## src/rtl/multicycle_controller_if.sv

```systemverilog
// rtl/multicycle_controller_if.sv - control bus between the multicycle controller and the RV32I datapath
interface multicycle_controller_if;
    // IR fields and ALU flags coming back from the datapath
    logic [6:0] op;
    logic [2:0] funct3;
    logic [6:0] funct7;
    logic       Zero;
    logic       LessThan;

    // mux selects and write enables going out to the datapath
    logic       PCWrite;
    logic       AdrSrc;
    logic       MemWrite;
    logic       IRWrite;
    logic       RegWrite;
    logic [1:0] ResultSrc;
    logic [1:0] ALUSrcA;
    logic [1:0] ALUSrcB;
    logic [2:0] ALUControl;
    logic [2:0] ImmSrc;

    // controller side
    modport master (
        input  op, funct3, funct7, Zero, LessThan,
        output PCWrite, AdrSrc, MemWrite, IRWrite, RegWrite,
        output ResultSrc, ALUSrcA, ALUSrcB, ALUControl, ImmSrc
    );

    // datapath side
    modport slave (
        output op, funct3, funct7, Zero, LessThan,
        input  PCWrite, AdrSrc, MemWrite, IRWrite, RegWrite,
        input  ResultSrc, ALUSrcA, ALUSrcB, ALUControl, ImmSrc
    );
endinterface

```

## src/rtl/multicycle_controller.sv

```systemverilog
// rtl/multicycle_controller.sv - main control FSM for the multi-cycle RV32I core
module multicycle_controller #(
    parameter int CNT_W = 32
) (
    input  logic                 clk,
    input  logic                 rst,
    multicycle_controller_if.master ctrl,
    output logic                 Illegal,
    output logic [3:0]           State,
    output logic [CNT_W-1:0]     InstrCount
);

    typedef enum logic [3:0] {
        FETCH    = 4'd0,
        DECODE   = 4'd1,
        MEMADR   = 4'd2,
        MEMREAD  = 4'd3,
        MEMWB    = 4'd4,
        MEMWRITE = 4'd5,
        EXECUTER = 4'd6,
        EXECUTEI = 4'd7,
        ALUWB    = 4'd8,
        JAL      = 4'd9,
        JALR     = 4'd10,
        JALR2    = 4'd11,
        BRANCH   = 4'd12,
        LUI      = 4'd13,
        SPARE    = 4'd14,
        ILLEGAL  = 4'd15
    } state_t;

    localparam logic [6:0] OpLoad   = 7'b0000011;
    localparam logic [6:0] OpStore  = 7'b0100011;
    localparam logic [6:0] OpRType  = 7'b0110011;
    localparam logic [6:0] OpIAlu   = 7'b0010011;
    localparam logic [6:0] OpJal    = 7'b1101111;
    localparam logic [6:0] OpJalr   = 7'b1100111;
    localparam logic [6:0] OpBranch = 7'b1100011;
    localparam logic [6:0] OpLui    = 7'b0110111;

    localparam logic [2:0] AluAdd  = 3'b000;
    localparam logic [2:0] AluSub  = 3'b001;
    localparam logic [2:0] AluAnd  = 3'b010;
    localparam logic [2:0] AluOr   = 3'b011;
    localparam logic [2:0] AluSltu = 3'b100;
    localparam logic [2:0] AluSlt  = 3'b101;
    localparam logic [2:0] AluXor  = 3'b110;

    localparam logic [2:0] ImmI = 3'b000;
    localparam logic [2:0] ImmS = 3'b001;
    localparam logic [2:0] ImmB = 3'b010;
    localparam logic [2:0] ImmU = 3'b011;
    localparam logic [2:0] ImmJ = 3'b100;

    localparam logic [1:0] ResAluOut    = 2'b00;
    localparam logic [1:0] ResData      = 2'b01;
    localparam logic [1:0] ResAluResult = 2'b10;
    localparam logic [1:0] ResImmExt    = 2'b11;

    localparam logic [1:0] SrcAPc    = 2'b00;
    localparam logic [1:0] SrcAOldPc = 2'b01;
    localparam logic [1:0] SrcARd1   = 2'b10;

    localparam logic [1:0] SrcBRd2  = 2'b00;
    localparam logic [1:0] SrcBImm  = 2'b01;
    localparam logic [1:0] SrcBFour = 2'b10;

    localparam logic [CNT_W-1:0] CntOne = 1;

    state_t stateReg;
    state_t nextState;

    // raw enables before reset gating
    logic pcWriteRaw;
    logic memWriteRaw;
    logic irWriteRaw;
    logic regWriteRaw;

    // funct decode results
    logic [2:0] rAluCtl;
    logic       rLegal;
    logic [2:0] iAluCtl;
    logic       iLegal;
    logic       brTaken;
    logic       brLegal;

    // decode funct fields into ALU operations, legality and branch outcome
    always_comb begin
        rAluCtl = AluAdd;
        rLegal  = 1'b1;
        if (ctrl.funct7 == 7'b0100000) begin
            rAluCtl = AluSub;
        end else begin
            case (ctrl.funct3)
                3'b000:  rAluCtl = AluAdd;
                3'b111:  rAluCtl = AluAnd;
                3'b110:  rAluCtl = AluOr;
                3'b010:  rAluCtl = AluSlt;
                3'b011:  rAluCtl = AluSltu;
                default: rLegal  = 1'b0;
            endcase
        end

        iAluCtl = AluAdd;
        iLegal  = 1'b1;
        case (ctrl.funct3)
            3'b000:  iAluCtl = AluAdd;
            3'b100:  iAluCtl = AluXor;
            3'b110:  iAluCtl = AluOr;
            3'b010:  iAluCtl = AluSlt;
            3'b011:  iAluCtl = AluSltu;
            default: iLegal  = 1'b0;
        endcase

        brTaken = 1'b0;
        brLegal = 1'b1;
        case (ctrl.funct3)
            3'b000:  brTaken = ctrl.Zero;
            3'b001:  brTaken = ~ctrl.Zero;
            3'b100:  brTaken = ctrl.LessThan;
            3'b101:  brTaken = ~ctrl.LessThan;
            default: brLegal = 1'b0;
        endcase
    end

    // next state and per-state control outputs; branch PCWrite must follow
    // the live Zero/LessThan flags, so selects are decoded from the state register
    always_comb begin
        nextState       = stateReg;
        pcWriteRaw      = 1'b0;
        memWriteRaw     = 1'b0;
        irWriteRaw      = 1'b0;
        regWriteRaw     = 1'b0;
        ctrl.AdrSrc     = 1'b0;
        ctrl.ResultSrc  = ResAluOut;
        ctrl.ALUSrcA    = SrcAPc;
        ctrl.ALUSrcB    = SrcBRd2;
        ctrl.ALUControl = AluAdd;
        ctrl.ImmSrc     = ImmI;

        case (stateReg)
            FETCH: begin
                ctrl.AdrSrc    = 1'b0;
                irWriteRaw     = 1'b1;
                ctrl.ALUSrcA   = SrcAPc;
                ctrl.ALUSrcB   = SrcBFour;
                ctrl.ResultSrc = ResAluResult;
                pcWriteRaw     = 1'b1;
                nextState      = DECODE;
            end
            DECODE: begin
                ctrl.ALUSrcA = SrcAOldPc;
                ctrl.ALUSrcB = SrcBImm;
                ctrl.ImmSrc  = (ctrl.op == OpBranch) ? ImmB : ImmJ;
                case (ctrl.op)
                    OpLoad, OpStore: nextState = MEMADR;
                    OpRType:         nextState = EXECUTER;
                    OpIAlu:          nextState = EXECUTEI;
                    OpJal:           nextState = JAL;
                    OpJalr:          nextState = JALR;
                    OpBranch:        nextState = BRANCH;
                    OpLui:           nextState = LUI;
                    default:         nextState = ILLEGAL;
                endcase
            end
            MEMADR: begin
                ctrl.ALUSrcA = SrcARd1;
                ctrl.ALUSrcB = SrcBImm;
                ctrl.ImmSrc  = (ctrl.op == OpStore) ? ImmS : ImmI;
                nextState    = (ctrl.op == OpStore) ? MEMWRITE : MEMREAD;
            end
            MEMREAD: begin
                ctrl.AdrSrc    = 1'b1;
                ctrl.ResultSrc = ResAluOut;
                nextState      = MEMWB;
            end
            MEMWB: begin
                ctrl.ResultSrc = ResData;
                regWriteRaw    = 1'b1;
                nextState      = FETCH;
            end
            MEMWRITE: begin
                ctrl.AdrSrc    = 1'b1;
                ctrl.ResultSrc = ResAluOut;
                memWriteRaw    = 1'b1;
                nextState      = FETCH;
            end
            EXECUTER: begin
                ctrl.ALUSrcA    = SrcARd1;
                ctrl.ALUSrcB    = SrcBRd2;
                ctrl.ALUControl = rAluCtl;
                nextState       = rLegal ? ALUWB : ILLEGAL;
            end
            EXECUTEI: begin
                ctrl.ALUSrcA    = SrcARd1;
                ctrl.ALUSrcB    = SrcBImm;
                ctrl.ImmSrc     = ImmI;
                ctrl.ALUControl = iAluCtl;
                nextState       = iLegal ? ALUWB : ILLEGAL;
            end
            ALUWB: begin
                ctrl.ResultSrc = ResAluOut;
                regWriteRaw    = 1'b1;
                nextState      = FETCH;
            end
            JAL, JALR2: begin
                // PC takes the jump target held in ALUOut while the ALU forms OldPC+4
                ctrl.ALUSrcA   = SrcAOldPc;
                ctrl.ALUSrcB   = SrcBFour;
                ctrl.ResultSrc = ResAluOut;
                pcWriteRaw     = 1'b1;
                nextState      = ALUWB;
            end
            JALR: begin
                ctrl.ALUSrcA = SrcARd1;
                ctrl.ALUSrcB = SrcBImm;
                ctrl.ImmSrc  = ImmI;
                nextState    = JALR2;
            end
            BRANCH: begin
                ctrl.ALUSrcA    = SrcARd1;
                ctrl.ALUSrcB    = SrcBRd2;
                ctrl.ALUControl = AluSub;
                ctrl.ResultSrc  = ResAluOut;
                pcWriteRaw      = brLegal & brTaken;
                nextState       = brLegal ? FETCH : ILLEGAL;
            end
            LUI: begin
                ctrl.ImmSrc    = ImmU;
                ctrl.ResultSrc = ResImmExt;
                regWriteRaw    = 1'b1;
                nextState      = FETCH;
            end
            ILLEGAL: begin
                nextState = ILLEGAL;
            end
            default: begin
                // the unused encoding is treated as a trap, same as ILLEGAL
                nextState = ILLEGAL;
            end
        endcase
    end

    // an instruction aborted by reset must not commit anything in its last cycle
    always_comb begin
        ctrl.PCWrite  = pcWriteRaw  & ~rst;
        ctrl.MemWrite = memWriteRaw & ~rst;
        ctrl.IRWrite  = irWriteRaw  & ~rst;
        ctrl.RegWrite = regWriteRaw & ~rst;
    end

    // state register, retired-instruction counter and sticky illegal flag
    always_ff @(posedge clk) begin
        if (rst) begin
            stateReg   <= FETCH;
            InstrCount <= '0;
            Illegal    <= 1'b0;
        end else begin
            stateReg <= nextState;
            // FETCH always leaves to DECODE, so a FETCH next state means retirement
            if (nextState == FETCH) begin
                InstrCount <= InstrCount + CntOne;
            end
            Illegal <= (nextState == ILLEGAL);
        end
    end

    assign State = stateReg;

endmodule

```

## src/flat_wrapper.sv

```systemverilog
// flat-port wrapper written by rule: the top's interface ports become plain ports
module multicycle_controller_flat 
#(
    parameter int CNT_W = 32
)
  (clk, rst, Illegal, State, InstrCount, ctrl_op, ctrl_funct3, ctrl_funct7, ctrl_Zero, ctrl_LessThan, ctrl_PCWrite, ctrl_AdrSrc, ctrl_MemWrite, ctrl_IRWrite, ctrl_RegWrite, ctrl_ResultSrc, ctrl_ALUSrcA, ctrl_ALUSrcB, ctrl_ALUControl, ctrl_ImmSrc);
  multicycle_controller_if ctrl_i ();
  input  logic clk;
  input  logic rst;
  output logic Illegal;
  output logic [3:0] State;
  output logic [CNT_W-1:0] InstrCount;
  input wire logic [$bits(ctrl_i.op)-1:0] ctrl_op;
  input wire logic [$bits(ctrl_i.funct3)-1:0] ctrl_funct3;
  input wire logic [$bits(ctrl_i.funct7)-1:0] ctrl_funct7;
  input wire logic [$bits(ctrl_i.Zero)-1:0] ctrl_Zero;
  input wire logic [$bits(ctrl_i.LessThan)-1:0] ctrl_LessThan;
  output wire logic [$bits(ctrl_i.PCWrite)-1:0] ctrl_PCWrite;
  output wire logic [$bits(ctrl_i.AdrSrc)-1:0] ctrl_AdrSrc;
  output wire logic [$bits(ctrl_i.MemWrite)-1:0] ctrl_MemWrite;
  output wire logic [$bits(ctrl_i.IRWrite)-1:0] ctrl_IRWrite;
  output wire logic [$bits(ctrl_i.RegWrite)-1:0] ctrl_RegWrite;
  output wire logic [$bits(ctrl_i.ResultSrc)-1:0] ctrl_ResultSrc;
  output wire logic [$bits(ctrl_i.ALUSrcA)-1:0] ctrl_ALUSrcA;
  output wire logic [$bits(ctrl_i.ALUSrcB)-1:0] ctrl_ALUSrcB;
  output wire logic [$bits(ctrl_i.ALUControl)-1:0] ctrl_ALUControl;
  output wire logic [$bits(ctrl_i.ImmSrc)-1:0] ctrl_ImmSrc;
  assign ctrl_i.op = ctrl_op;
  assign ctrl_i.funct3 = ctrl_funct3;
  assign ctrl_i.funct7 = ctrl_funct7;
  assign ctrl_i.Zero = ctrl_Zero;
  assign ctrl_i.LessThan = ctrl_LessThan;
  assign ctrl_PCWrite = ctrl_i.PCWrite;
  assign ctrl_AdrSrc = ctrl_i.AdrSrc;
  assign ctrl_MemWrite = ctrl_i.MemWrite;
  assign ctrl_IRWrite = ctrl_i.IRWrite;
  assign ctrl_RegWrite = ctrl_i.RegWrite;
  assign ctrl_ResultSrc = ctrl_i.ResultSrc;
  assign ctrl_ALUSrcA = ctrl_i.ALUSrcA;
  assign ctrl_ALUSrcB = ctrl_i.ALUSrcB;
  assign ctrl_ALUControl = ctrl_i.ALUControl;
  assign ctrl_ImmSrc = ctrl_i.ImmSrc;
  multicycle_controller #(.CNT_W(CNT_W)) u_core (.clk(clk), .rst(rst), .ctrl(ctrl_i), .Illegal(Illegal), .State(State), .InstrCount(InstrCount));
endmodule
```

## config.mk

```make
export PLATFORM = sky130hd
export DESIGN_NAME = multicycle_controller_flat
export DESIGN_NICKNAME = d
export VERILOG_FILES = /design/src/rtl/multicycle_controller_if.sv /design/src/rtl/multicycle_controller.sv /design/src/flat_wrapper.sv
export SDC_FILE = /design/constraint.sdc
export NUM_CORES = 1
export LEC_CHECK = 0
export ABC_AREA = 1
export CAP_MARGIN = 15
export CORE_MARGIN = 1.5
export CORE_UTILIZATION = 54
export CTS_CLUSTER_SIZE = 14
export DETAILED_ROUTE_END_ITERATION = 10
export HOLD_SLACK_MARGIN = 0.12
export PLACE_DENSITY_LB_ADDON = 0.12
export SLEW_MARGIN = 20
export SYNTH_ARGS = -nofsm -noshare
export SYNTH_HDL_FRONTEND = slang
export SYNTH_SLANG_ARGS = --single-unit
```

## constraint.sdc

```tcl
create_clock -name clk -period 3.54 [get_ports clk]
set_input_delay 0.708 -clock clk [delete_from_list [all_inputs] [get_ports clk]]
set_output_delay 0.708 -clock clk [all_outputs]
set_load 0.005 [all_outputs]
```

==> impl_metrics.env <==
export IMPL_endpoint_kind="output port"
export IMPL_dieArea_um2=5935
export IMPL_drt_initial_drc_count=306
export IMPL_drive_above_1_share_pct=7.181
export IMPL_period_needed_ps=3184
export IMPL_regToRegStartpoint="u_core.State[1]$_SDFF_PP0_"
export IMPL_setup_viol=0
export IMPL_holdPathEnd="u_core.InstrCount[7]$_SDFFE_PP0N_"
export IMPL_drt_wl_total_mm=8.747
export IMPL_avgSynthCellArea_um2=6.104
export IMPL_synthArstFlopShare_pct=0
export IMPL_register_area_um2=740.7
export IMPL_cts_tree="yes"
export IMPL_synth_edf_count=0
export IMPL_slowest_stage="clkdlybuf4s50_1"
export IMPL_p_clk_share_pct=14.0
export IMPL_clk_latency_ps=300
export IMPL_ys_warnings_count=0
export IMPL_cts_buffers=5
export IMPL_finalHoldViolCount=0
export IMPL_wl_met3_um=648
export IMPL_syn2layout_area_growth_pct=28.23
export IMPL_yosysMostFrequentCell="nand2_1"
export IMPL_routed_via_density=5.523
export IMPL_critPathKind="input port to output port"
export IMPL_die_h_um=77.04
export IMPL_ys_ff_latch=37
export IMPL_synth_nets=507
export IMPL_clkTransAtPathRegs_ps=70
export IMPL_hold_path_class="flop to flop"
export IMPL_setup_tns_ps=0
export IMPL_ir_drop_uv=757.6
export IMPL_cts_max_level=2
export IMPL_start_kind="input port"
export IMPL_p_int_uw=1042
export IMPL_worst_pin_slew_ps=507.8
export IMPL_grt_max_degree=33
export IMPL_outcome="completed"
export IMPL_p_leak_uw=0.001512
export IMPL_port_buffers=74
export IMPL_p_comb_share_pct=62.4
export IMPL_cts_setup_buffers=0
export IMPL_reg2reg_setup_slack_ps=1110
export IMPL_slew_headroom_pct=66.07
export IMPL_min_period_over_period_pct=89.95
export IMPL_synth_cells=485
export IMPL_power_switching_uw=1084
export IMPL_nFillCells=460
export IMPL_multi_input_area_um2=1919
export IMPL_place_congestion=0.9834
export IMPL_numClockSinks=37
export IMPL_slowest_delay_ps=500
export IMPL_synth_top_area_cell="dfxtp_1"
export IMPL_nNetsFinal=578
export IMPL_slew_viol_final=0
export IMPL_grt_pass1_wl_mm=14.23
export IMPL_hpwl_mm=6.631
export IMPL_rsz0062_at_grt="false"
export IMPL_path_cells="clkdlybuf4s50_1 > inv_1 > nand2_1 > o311ai_0 > a21oi_1 > nor2_1 > clkdlybuf4s50_1"
export IMPL_clockBufferDepth=2
export IMPL_cpMostUsedCell="clkdlybuf4s50_1"
export IMPL_fmax_ghz=0.3141
export IMPL_drt_first_pass_iters=5
export IMPL_crit_arrival_ps=2480
export IMPL_met1_length_mm=4.194
export IMPL_synthTopCellsByArea="dfxtp_1 25%, nand2_1 20%, nand4_1 8.2%"
export IMPL_power_density_nw_per_um2=559.8
export IMPL_synth_commonest_cells="156 x nand2_1, 60 x nor2_1, 39 x nand4_1"
export IMPL_fin_worst_skew_ps=9.227
export IMPL_io_pins=75
export IMPL_drtAntennaViolNets=0
export IMPL_top_layer="met4"
export IMPL_antenna_cells=0
export IMPL_yosys_area_top_type_share_pct=25.02
export IMPL_syn_area_um2=2960
export IMPL_wl_per_cell_um=13.95
export IMPL_die_w_um=77.04
export IMPL_maxCapViolations=0
export IMPL_synth_main_ff_cell="dfxtp_1"
export IMPL_grt_pass1_vias=2991
export IMPL_overflow=0
export IMPL_hold_path_depth=2
export IMPL_root_buffer="clkbuf_8"
export IMPL_route_vias_total=3463
export IMPL_power_frac_seq_pct=23.6
export IMPL_swShare_pct=50.99
export IMPL_reg2reg_depth=9
export IMPL_grt_total_usage_pct=29.29
export IMPL_placementRows=26
export IMPL_core_area_um2=5205
export IMPL_fin_util_pct=72.93
export IMPL_min_from="u_core.InstrCount[7]$_SDFFE_PP0N_"
export IMPL_wl_met2_mm=3.782
export IMPL_drc=0
export IMPL_antenna_found_initial=0
export IMPL_path_max_fanout=5
export IMPL_initial_core_util_pct=56.87
export IMPL_yosysUniqueCellTypes=33
export IMPL_cp_required_ps=2830
export IMPL_r2r_end="u_core.InstrCount[21]$_SDFFE_PP0N_"
export IMPL_cts_resized=0
export IMPL_hold_buffers=0
export IMPL_yosysSeqAreaShare_pct=25.02
## worst max-delay path, delay by kind of cell
family          cells  cell delay [ps]
compound gates      2              450
simple gates        2              180
buf+inv             3             1140
## sequential cells by signal, indices dropped and copies added (netlist names)
register and flops:
u_core.InstrCount 32, u_core.State 4, u_core.Illegal 1
## kinds of logic (layout without fill, tap and decap cells)
family / after synthesis / count (layout) / share of synthesized area, %
simple gates: 316 / 316 / 49.45
flops: 37 / 37 / 25.02
fa+ha+maj: 1 / 1 / 0.4226
compound gates: 51 / 51 / 9.932
buf+inv: 63 / 135 / 10.14
xor+xnor: 17 / 17 / 5.029
## layer usage
metal	vias to the layer above	track usage, %
met4	0	8.182
met2	149	43.54
met5	-	0
li1	1741	-
met1	1558	43.49
met3	15	4.643
## stage by stage
step / instances / hold WS, ps / cell area (µm²) / total power (µW) / setup WS, ps
floorplan: 485 / 475.2 / 2960 / 1479 / 1468
global placement: 619 / 475.3 / 3714 / 1781 / 448.3
detailed placement: 619 / 487.1 / 3714 / 1819 / 367.1
CTS: 627 / 499.8 / 3796 / 2110 / 345.3
global route: 627 / 525.4 / 3796 / 2243 / 168.0
finish: 627 / 504.6 / 3796 / 2125 / 355.9
## cell usage in the layout, fill, tap and decap left out, drive strengths merged, types with 11 or more instances in the layout
master | Yosys | final
nand3 | 27 | 27
nand3b | 11 | 11
xor2 | 12 | 12
nor2 | 66 | 66
nand2 | 159 | 159
nand4 | 39 | 39
clkdlybuf4s50 | 0 | 74
a21oi | 41 | 41
dfxtp | 37 | 37
inv | 46 | 46
## layout make-up
class                      count  area share, %
tap                           70          2.307
sequential                    37          19.51
multi-input combinational    385          50.56
timing repair buffer          81          20.90
clock inverter                 2         0.2637
inverter                      46          4.548
clock buffer                   6          1.912
## worst max path at each step
stage                                                   end           start  cells after the start  slack, ps
after CTS                                      ctrl_PCWrite  ctrl_funct3[1]                      7        350
after global placement                         ctrl_PCWrite  ctrl_funct3[1]                      7        450
after floorplan           u_core.InstrCount[3]$_SDFFE_PP0N_  ctrl_funct7[3]                     11       1470
final                                          ctrl_PCWrite  ctrl_funct3[1]                      7        360
after global routing                           ctrl_PCWrite  ctrl_funct3[1]                      7        170
after detailed placement                       ctrl_PCWrite  ctrl_funct3[1]                      7        370
## power by group through the flow
stage	combinational, µW	sequential [µW]	clock [µW]
after CTS	1310	499	296
after global routing	1420	505	313
after floorplan	991	488	0
after detailed placement	1310	509	0
final	1330	501	297
after global placement	1270	509	0
(Power assumes the default switching activity.)
